File: src/rtl/cla_digit_serial_adder.sv
// Digit-serial adder: one DIGIT-wide carry-lookahead slice per cycle, carry held between digits.
// Optional subtract mode via CLA_DIGIT_SERIAL_SUB_EN (adds io_sub port).
module cla_digit_serial_adder #(
  parameter int unsigned WIDTH = 16,
  parameter int unsigned DIGIT = 4
) (
  input  logic             clock,
  input  logic             reset,
  input  logic             io_in_valid,
  output logic             io_in_ready,
  input  logic [WIDTH-1:0] io_a,
  input  logic [WIDTH-1:0] io_b,
  input  logic             io_c_in,
`ifdef CLA_DIGIT_SERIAL_SUB_EN
  input  logic             io_sub,
`endif
  output logic             io_out_valid,
  input  logic             io_out_ready,
  output logic [WIDTH-1:0] io_sum,
  output logic             io_c_out
);

  localparam int unsigned NDIG  = WIDTH / DIGIT;
  localparam int unsigned IDX_W = (NDIG > 1) ? $clog2(NDIG) : 1;

  typedef enum logic [1:0] {StIdle, StRun, StDone} state_e;

  state_e             state_q, state_d;
  logic [IDX_W-1:0]   idx_q, idx_d;
  logic [WIDTH-1:0]   a_q, a_d, b_q, b_d, sum_q, sum_d;
  logic               carry_q, carry_d, c_out_q, c_out_d;

  logic [WIDTH-1:0]   b_in;
  logic               c_in_eff;
  logic [DIGIT-1:0]   ad, bd, p, g, sum_dig;
  logic [DIGIT:0]     c;

  // Subtraction is a + ~b + 1, so only the operand and initial carry change.
`ifdef CLA_DIGIT_SERIAL_SUB_EN
  assign b_in     = io_sub ? ~io_b : io_b;
  assign c_in_eff = io_sub ? 1'b1 : io_c_in;
`else
  assign b_in     = io_b;
  assign c_in_eff = io_c_in;
`endif

  always_comb begin
    ad   = a_q[idx_q*DIGIT +: DIGIT];
    bd   = b_q[idx_q*DIGIT +: DIGIT];
    p    = ad ^ bd;
    g    = ad & bd;
    c    = '0;
    c[0] = carry_q;
    for (int i = 0; i < int'(DIGIT); i++) begin
      c[i+1] = g[i] | (p[i] & c[i]);
    end
    sum_dig = p ^ c[DIGIT-1:0];
  end

  always_comb begin
    state_d = state_q;
    idx_d   = idx_q;
    a_d     = a_q;
    b_d     = b_q;
    sum_d   = sum_q;
    carry_d = carry_q;
    c_out_d = c_out_q;
    case (state_q)
      StIdle: begin
        if (io_in_valid) begin
          a_d     = io_a;
          b_d     = b_in;
          carry_d = c_in_eff;
          idx_d   = '0;
          state_d = StRun;
        end
      end
      StRun: begin
        sum_d[idx_q*DIGIT +: DIGIT] = sum_dig;
        carry_d                     = c[DIGIT];
        if (idx_q == IDX_W'(NDIG - 1)) begin
          c_out_d = c[DIGIT];
          idx_d   = '0;
          state_d = StDone;
        end else begin
          idx_d = idx_q + 1'b1;
        end
      end
      StDone: begin
        if (io_out_ready) state_d = StIdle;
      end
      default: state_d = StIdle;
    endcase
  end

  always_ff @(posedge clock or posedge reset) begin
    if (reset) begin
      state_q <= StIdle;
      idx_q   <= '0;
      a_q     <= '0;
      b_q     <= '0;
      sum_q   <= '0;
      carry_q <= 1'b0;
      c_out_q <= 1'b0;
    end else begin
      state_q <= state_d;
      idx_q   <= idx_d;
      a_q     <= a_d;
      b_q     <= b_d;
      sum_q   <= sum_d;
      carry_q <= carry_d;
      c_out_q <= c_out_d;
    end
  end

  assign io_in_ready  = (state_q == StIdle);
  assign io_out_valid = (state_q == StDone);
  assign io_sum       = sum_q;
  assign io_c_out     = c_out_q;

endmodule

File: config.mk
export PLATFORM = sky130hd
export DESIGN_NAME = cla_digit_serial_adder
export DESIGN_NICKNAME = d
export VERILOG_FILES = /design/src/rtl/cla_digit_serial_adder.sv
export SDC_FILE = /design/constraint.sdc
export NUM_CORES = 1
export LEC_CHECK = 0
export CAP_MARGIN = 10
export CORE_UTILIZATION = 54
export DETAILED_ROUTE_END_ITERATION = 8
export PLACE_DENSITY = 0.95
export RECOVER_POWER = 25
export SYNTH_ARGS = -nofsm -noshare
export SYNTH_HDL_FRONTEND = slang
export SYNTH_SLANG_ARGS = --single-unit
File: constraint.sdc
create_clock -name clock -period 4.9 [get_ports clock]
set_clock_uncertainty 0.2 [all_clocks]
set_input_delay 0.49 -clock clock [delete_from_list [all_inputs] [get_ports clock]]
set_output_delay 0.49 -clock clock [all_outputs]
set_load 0.01 [all_outputs]
* Yosys cells after proc, flatten, opt, wreduce, memory -nomap -nowiden
Index checks and enable logic that the tools add are counted.
** Word-level totals
- Register bits after elaboration :: 54
- Logic and storage cells :: 46
** Cells by class
- Add/sub/neg operators :: 2
- Equal/unequal tests :: 6
- Shifts and indexed selects :: 4
- Muxes and demuxes :: 10
- Bitwise gates (word level) :: 11
- Reductions and logical operators :: 6
** Operator list (count)
- negation 4 -> 34 bit :: 1
- variable shift 4 x 34 -> 16 bit (first input constant) :: 1
- variable part select 4 x 34 -> 16 bit :: 1
- variable part select 16 x 5 -> 4 bit :: 2
- bitwise mux 16 bit :: 1
- two-way mux 2 bit :: 5
- XOR 4 bit :: 2
- case mux 2 bit (3 select lines) :: 1
- AND reduction 2 bit :: 3
- bitwise AND 1 bit :: 4
- bitwise AND 4 bit :: 1
- == test 2 bit (second input constant) :: 2
- inequality test 2 bit (second input constant) :: 2
- OR 1 bit :: 4
- case mux 2 bit (2 select lines) :: 1
- AND reduction 3 bit :: 1
- adder 2 x 1 -> 2 bit (second input constant) :: 1
- == test 2 x 1 -> 1 bit (second input constant) :: 1
- zero test 2 bit :: 1
- inequality test 2 x 1 -> 1 bit (second input constant) :: 1
- case mux 1 bit (2 select lines) :: 1
- nonzero test 2 bit :: 1
- two-way mux 1 bit :: 1

* Logic depth before layout (Yosys ltp)
Gate-level depths: netlist of run 1.
- Word-level depth :: 11
- Mapped depth :: 10
- Gate-level depth less buffers :: 9

* Worst setup path before layout of run 1
OpenSTA, ideal clock, no wires.
- Path kind :: register -> register
- Start point :: reg idx_q[0]
- End point :: reg sum_q[11], in the netlist io_sum[11]
- Arrival time :: 2.857 ns
- Required time :: 4.578 ns
- Slack :: 1.722 ns
- Cell stages (with the launch flop) :: 11
- Buffers on the path :: 1
- Period minus slack after synthesis :: 3.178 ns
- Cells stage by stage :: dfrtp_1 buf_6 mux4_2 fa_1 inv_1 fa_1 fa_1 inv_1 fa_1 and2_1 a32o_1
** On the way
- Cells in the longest elaborated chain, start to end :: 11
- Elaborated cells on any way between the ends :: 15
- Classes of those cells :: 1 x add/sub; 4 x shift; 1 x mux; 9 x bitwise
** Ends and longest elaborated chain
- start: declaration :: line 29 : logic [IDX_W-1:0] idx_q, idx_d;
- start signal: assignment :: line 107 : idx_q <= idx_d;
- variable part select 16 x 5 -> 4 bit (on tied branches) :: line 48, 49
- XOR 4 bit :: line 50 : p = ad ^ bd;
- bitwise AND 1 bit :: line 55 : c[i+1] = g[i] | (p[i] & c[i]);
- OR 1 bit :: line 55
- bitwise AND 1 bit :: line 55
- OR 1 bit :: line 55
- bitwise AND 1 bit :: line 55
- OR 1 bit :: line 55
- XOR 4 bit :: line 57 : sum_dig = p ^ c[DIGIT-1:0];
- variable part select 4 x 34 -> 16 bit :: line 79 : sum_d[idx_q*DIGIT +: DIGIT] = sum_dig;
- bitwise mux 16 bit * :: line 79
- end signal: assignment :: line 110 : sum_q <= sum_d;
- end: declaration :: line 30 : logic [WIDTH-1:0] a_q, a_d, b_q, b_d, sum_q, sum_d;
Mark *: on every way between the ends. The rest lies on a longest branch, timed or not.
A chain may end at the register's enable or synchronous reset.

* Worst setup path after layout of run 1
Same ends and word-level chain as after synthesis.

==> run_results.csv, run 1 <==
group,metric,value,unit
critical_path,ff2ff_path_depth,9,
logic_synthesis,async_reset_ff_frac,1.00,
logic_synthesis,synth.distinct_cells,32,
layout,diodes,0,
sta,worstMarginPinSlew,1.43,ns
sta,finalSetupTns,0,ns
logic_synthesis,synth.avg_cell_area,14.6,sq um
critical_path,max_stage_delay,0.81,ns
detailed_routing,firstDrtPassIters,4,
floorplan,ios,56,
critical_path,cp-start-kind,"register",
detailed_routing,drt_drc_violations_left,0,
placed_design,gp_congestion,0.824,
clock_tree,cts-hold-fix-buffers,0,
detailed_routing,drt-total-wl,5150,microns
grt,grt_util_all_layers,0.225,
layout,fillers,294,
critical_path,cp.arrival,3.56,ns
clock_tree,cts_tree,"built",
pwr,leakagePower,0.00138,uW
critical_path,crit_buf_inv,2,
critical_path,worstPathCellList,"mux4_2 -> fa_1 -> inv_1 -> fa_1 -> fa_1 -> inv_1 -> fa_1 -> and2_1 -> a32o_1",
sta,finalHoldViolations,0,
clock_tree,clk_path_buf_depth,2,
critical_path,timing.rr.end,"io_sum[11]$_DFFE_PP0P_",
critical_path,r2r_slack,1.35,ns
grt,grt_max_degree,55,
logic_synthesis,synthCells,179,
critical_path,cp-endpoint,"io_sum[11]$_DFFE_PP0P_",
critical_path,critPathSlowestCell,"dfrtp_1",
critical_path,critPathKind,"register to register",
logic_synthesis,seq_area_frac_synth,0.517,
grt,antenna_found_initial,0,
floorplan,start_util,0.580,
worst_hold_path,hold_path_class,"register to register",
sta,setup_violations,0,
layout,nNetsFinal,282,
logic_synthesis,ys.warnings.count,0,
detailed_routing,vias_per_cell,5.86,
clock_tree,numCtsBuffers,5,
run_status,status,"finished, final reports clean",
sta,slew_headroom,0.0469,
detailed_routing,wl_met3,167,microns
detailed_routing,drtIter0Drc,118,
placed_design,io_buffers,55,
pwr,ir_worst_vdd,0.355,mV
pwr,power_switching_share,0.374,
logic_synthesis,synth-edff-count,0,
floorplan,coreArea,4500,sq um
clock_tree,path_clk_slew,0.09,ns
clock_tree,clock-root-buffer,"clkbuf_8",
clock_tree,postCtsSetupRepairBufs,0,
placed_design,dp_hpwl,3740,microns
critical_path,cp_common_cell,"fa_1",
clock_tree,cts_max_level,2,
sta,slew_viol_final,0,
clock_tree,cts.repair.resized,0,
pwr,pwr-share-comb,0.510,
sta,setup_slack,1.35,ns
critical_path,crit_cells,9,
logic_synthesis,syn_area,2610,sq um
pwr,internal_power,1440,uW
detailed_routing,wl_met2,2780,microns
placed_design,post-place-ws,1.34,ns
run,drv_cap,0,
pwr,p_switching,860,uW
logic_synthesis,ys_ff_latch,54,
detailed_routing,via_count,1688,
floorplan,row_count,24,
grt,overflow,0,
floorplan,dieHeight,71.5,microns
detailed_routing,ant_nets,0,
logic_synthesis,synth_ff_type,"dfrtp_1",
grt,grt_pass1_vias,1791,
sta,timing.final.crit_share,0.724,
logic_synthesis,synth_nets,226,
pwr,clockPowerShare,0.129,
critical_path,worstSetupStartpoint,"idx_q[0]$_DFFE_PP0P_",
grt,grt_pass1_wl,8660,microns
critical_path,worstReg2RegStart,"idx_q[0]$_DFFE_PP0P_",
critical_path,crit_path_end_kind,"register",
critical_path,cp_top_family,"adder cells",
layout,area_delta_synth_final,25.8,%
floorplan,die_x,71.5,microns
sta,period_minus_slack,3.55,ns
clock_tree,cts_sinks,54,
layout,drive_gt1_frac,0.216,
layout,layout_common_cells,"dfrtp_1 (54), clkdlybuf4s50_1 (54), mux2_2 (31)",
floorplan,dieArea,5120,sq um
pwr,pwr_density_cell,700,nW/um^2
pwr,share_seq_of_total_power,0.361,
detailed_routing,maxUsedRoutingLayer,"met4",
detailed_routing,wl_met1,2130,microns
sta,clock.fmax,0.282,GHz
critical_path,cp_max_fo,17,
clock_tree,clock_latency,0.31,ns
critical_path,cp.required,4.91,ns
sta,grt_setup_unrepaired,"no",
detailed_routing,wire_per_inst,17.9,microns
==> per-stage QoR <==
| step | util | instance area [sq um] | instances | total power, uW | hold slack (ns) |
|---|---|---|---|---|---|
| 6_report | 0.729 | 3290 | 288 | 2300 | 0.297 |
| 5_1_grt | 0.729 | 3290 | 288 | 2440 | 0.317 |
| 4_1_cts | 0.729 | 3280 | 287 | 2310 | 0.301 |
| 3_5_place_dp | 0.704 | 3170 | 279 | 2010 | 0.280 |
| 3_3_place_gp | 0.704 | 3170 | 279 | 1930 | 0.269 |
| 2_1_floorplan | - | 2610 | 179 | 1620 | 0.252 |
==> layout make-up <==
type	instances	area [sq um]	area share
clock buffers	6	72.6	0.0221
clock inverters	2	37.5	0.0114
flip-flops and latches	54	1350	0.411
inverters	13	48.8	0.0149
repair buffers	57	562	0.171
well taps	52	65.1	0.0198
multi-input cells	104	1150	0.350
==> synthesized netlist by cell type, types with 4 or more instances <==
master     number  area (sq um)
mux2_2         31           349
mux4_2          8           180
inv_1          13          48.8
fa_1            4          80.1
nor2b_1         7          43.8
ha_1            6          75.1
dfrtp_1        54          1350
buf_6           4          45.0
a32o_1          8          80.1
nand3b_1        6          45.0
o2bb2ai_1       7          61.3
==> flip-flops by register name, indices dropped and copies added, names as in the netlist <==
signal / flops
io_c_out: 1
state_q: 2
carry_q: 1
idx_q: 2
io_sum: 16
b_q: 16
a_q: 16
==> power by group through the flow <==
stage	sequential, uW	combinational, uW	clock (uW)
6_report	830	1170	298
5_1_grt	857	1270	315
4_1_cts	831	1180	299
3_5_place_dp	839	1170	0
3_3_place_gp	827	1100	0
2_1_floorplan	768	856	0
==> per-layer routing <==
layer	vias to the layer above	GRT usage
li1	766	-
met1	863	0.290
met2	50	0.390
met3	9	0.0380
met4	0	0.0763
met5	-	0
==> cell families (layout without fill, tap and decap cells) <==
family,Yosys count,in the layout,share of synthesized area
flops,54,54,0.517
mux,41,41,0.211
simple gates,31,31,0.0939
compound gates,22,22,0.0752
buf+inv,21,78,0.0426
fa+ha+maj,10,10,0.0594
==> worst min-delay path by stage <==
stage	startpoint	end	slack, ns	depth (start not counted)
2_1_floorplan	b_q[7]$_DFFE_PP0P_	b_q[7]$_DFFE_PP0P_	0.25	1
3_3_place_gp	b_q[7]$_DFFE_PP0P_	b_q[7]$_DFFE_PP0P_	0.27	1
3_5_place_dp	io_sum[6]$_DFFE_PP0P_	io_sum[6]$_DFFE_PP0P_	0.28	1
4_1_cts	io_sum[6]$_DFFE_PP0P_	io_sum[6]$_DFFE_PP0P_	0.30	1
5_1_grt	io_sum[3]$_DFFE_PP0P_	io_sum[3]$_DFFE_PP0P_	0.32	1
6_report	io_sum[6]$_DFFE_PP0P_	io_sum[6]$_DFFE_PP0P_	0.30	1
Note: power is estimated with default switching activity, not from simulation.
==> inputs of run 2 (changes only) <==
Settings changed: CORE_UTILIZATION 54 to 51, PLACE_DENSITY 0.95 to 0.91.
Clock period 4.9 ns to 3.5 ns, I/O delays scaled along.
==> run 2 against run 1 <==
Compared with the run above:
- the flow now finishes with violations (capacitance limit, slew limit)
- non-clock buffer count grew 2
- sequential share of layout area shrank 0.19 points
- wire length shrank 2.6%
- register-to-register slack lost 1.1 ns
- count of clock-buffer cells in the layout grew 1
- hold slack lost 0.0071 ns
- critical endpoint unchanged
- die area grew 5.7%
- first-iteration DRC count shrank 56%
- sequential cell count is the same
==> run_results.csv, run 2 (synthesized netlist as in run 1, its figures left out) <==
group,metric,value,unit
grt,antenna_found_initial,0,
worst_hold_path,hold_path_class,"register to register",
layout,layout_common_cells,"dfrtp_1 (54), clkdlybuf4s50_1 (54), mux2_2 (31)",
layout,layout.cells.non_filler,305,
sta,finalHoldViolations,0,
grt,grt_util_all_layers,0.219,
detailed_routing,firstDrtPassIters,4,
critical_path,critPathSlowestCell,"mux4_2",
detailed_routing,via_count,1733,
worst_hold_path,hold_depth,1,
clock_tree,cts_sinks,54,
floorplan,ios,56,
sta,setup_violations,0,
clock_tree,cts_tree,"built",
critical_path,cp_common_cell,"fa_1",
floorplan,row_count,25,
sta,timing.final.crit_share,0.920,
clock_tree,clock-root-buffer,"clkbuf_8",
pwr,p_switching,1180,uW
layout,area_delta_synth_final,26.4,%
clock_tree,cts_max_level,2,
pwr,pwr-share-comb,0.530,
pwr,power_switching_share,0.376,
floorplan,coreArea,4820,sq um
clock_tree,numCtsBuffers,5,
pwr,clockPowerShare,0.112,
critical_path,cp.arrival,3.22,ns
critical_path,worstPathCellList,"mux4_2 -> fa_1 -> inv_1 -> fa_1 -> fa_1 -> inv_1 -> fa_1 -> and2_1 -> a32o_1",
placed_design,dp_hpwl,3730,microns
sta,clock.fmax,0.311,GHz
layout,diodes,0,
grt,overflow,0,
sta,grt_setup_unrepaired,"no",
sta,finalSetupTns,0,ns
layout,nNetsFinal,284,
clock_tree,cts.repair.resized,0,
sta,setup_slack,0.281,ns
floorplan,dieArea,5410,sq um
pwr,share_seq_of_total_power,0.358,
critical_path,max_stage_delay,0.57,ns
detailed_routing,vias_per_cell,5.68,
pwr,internal_power,1970,uW
pwr,ir_worst_vdd,0.501,mV
detailed_routing,drtIter0Drc,52,
floorplan,die_x,73.6,microns
critical_path,cp_max_fo,6,
floorplan,dieHeight,73.6,microns
placed_design,post-place-ws,0.306,ns
layout,fillers,373,
layout,drive_gt1_frac,0.223,
clock_tree,cts-hold-fix-buffers,0,
floorplan,start_util,0.542,
critical_path,critPathKind,"register to register",
clock_tree,postCtsSetupRepairBufs,0,
detailed_routing,ant_nets,0,
detailed_routing,drt_drc_violations_left,0,
placed_design,io_buffers,55,
placed_design,gp_congestion,0.806,
critical_path,ff2ff_path_depth,9,
clock_tree,path_clk_slew,0.09,ns
sta,worstMarginPinSlew,1.74,ns
clock_tree,clk_path_buf_depth,2,
pwr,power,3150,uW
critical_path,cp-start-kind,"register",
run_status,violations,"capacitance limit, slew limit",
sta,period_minus_slack,3.22,ns
run,drv_cap,1,
grt,grt_max_degree,55,
sta,slew_viol_final,35,
critical_path,cp.required,3.51,ns
pwr,leakagePower,0.00139,uW
detailed_routing,drt-total-wl,5020,microns
placed_design,placedCellCount,296,
critical_path,crit_path_end_kind,"register",
grt,grt_pass1_wl,8770,microns
clock_tree,clock_latency,0.31,ns
detailed_routing,wire_per_inst,16.5,microns
sta,slew_headroom,-0.160,
grt,grt_pass1_vias,1802,
run_status,status,"finished with violations",
pwr,pwr_density_cell,955,nW/um^2
-- run 2: changes by cell type in the layout (fill, tap and decap cells not counted), sizes merged --
cell      delta
bufinv       -1
buf          +2
clkinvlp     -1
clkinv       +1
clkbuf       +1
-- run 2: per-stage QoR --
stage                     hold slack [ns]  utilization  cell area (sq um)
after floorplan                     0.252            -               2610
after global placement              0.269        0.665               3210
after detailed placement            0.277        0.665               3210
after CTS                           0.298        0.684               3300
after global routing                0.314        0.685               3300
final                               0.290        0.685               3300
-- run 2: path summary, 6_finish.rpt --
check / start / end / slack, ns
worst max-delay path: idx_q[0]$_DFFE_PP0P_ / io_sum[11]$_DFFE_PP0P_ / 0.28
worst min-delay path: b_q[11]$_DFFE_PP0P_ / b_q[11]$_DFFE_PP0P_ / 0.29
worst max register to register: idx_q[0]$_DFFE_PP0P_ / io_sum[11]$_DFFE_PP0P_ / 0.28
worst min register to register: b_q[11]$_DFFE_PP0P_ / b_q[11]$_DFFE_PP0P_ / 0.29
max in group asynchronous: reset / b_q[11]$_DFFE_PP0P_ / 0.63
min in group asynchronous: reset / io_sum[3]$_DFFE_PP0P_ / 0.40
-- run 2: worst max-delay path: cells and delay by family (launching register included) --
| family | cells | cell delay (ns) |
|---|---|---|
| flops | 1 | 0.55 |
| mux | 1 | 0.57 |
| fa+ha+maj | 4 | 1.24 |
| compound gates | 1 | 0.25 |
| buf+inv | 2 | 0.13 |
| simple gates | 1 | 0.18 |
-- run 2: area by class of cell --
type                    count  area, sq um  share of cell area
flip-flops and latches     54         1350               0.409
multi-input cells         104         1150               0.348
repair buffers             59          577               0.175
clock buffers               7         86.3              0.0262
well taps                  67         83.8              0.0254
inverters                  13         48.8              0.0148
clock inverters             1         5.00             0.00152
-- run 2: per-layer routing --
| layer | GRT usage | vias up | share of wire |
|---|---|---|---|
| met5 | 0 | - | 0 |
| met4 | 0.0940 | 0 | 0.027 |
| met3 | 0.0425 | 15 | 0.036 |
| met2 | 0.363 | 54 | 0.50 |
| met1 | 0.280 | 887 | 0.43 |
| li1 | - | 777 | - |
-- run 2: power by group through the flow --
stage               logic, uW  registers, uW  clock network [uW]
CTS                      1670           1130                 362
detailed placement       1670           1140                   0
global placement         1600           1140                   0
floorplan                1200           1070                   0
global route             1840           1170                 387
finish                   1670           1130                 353
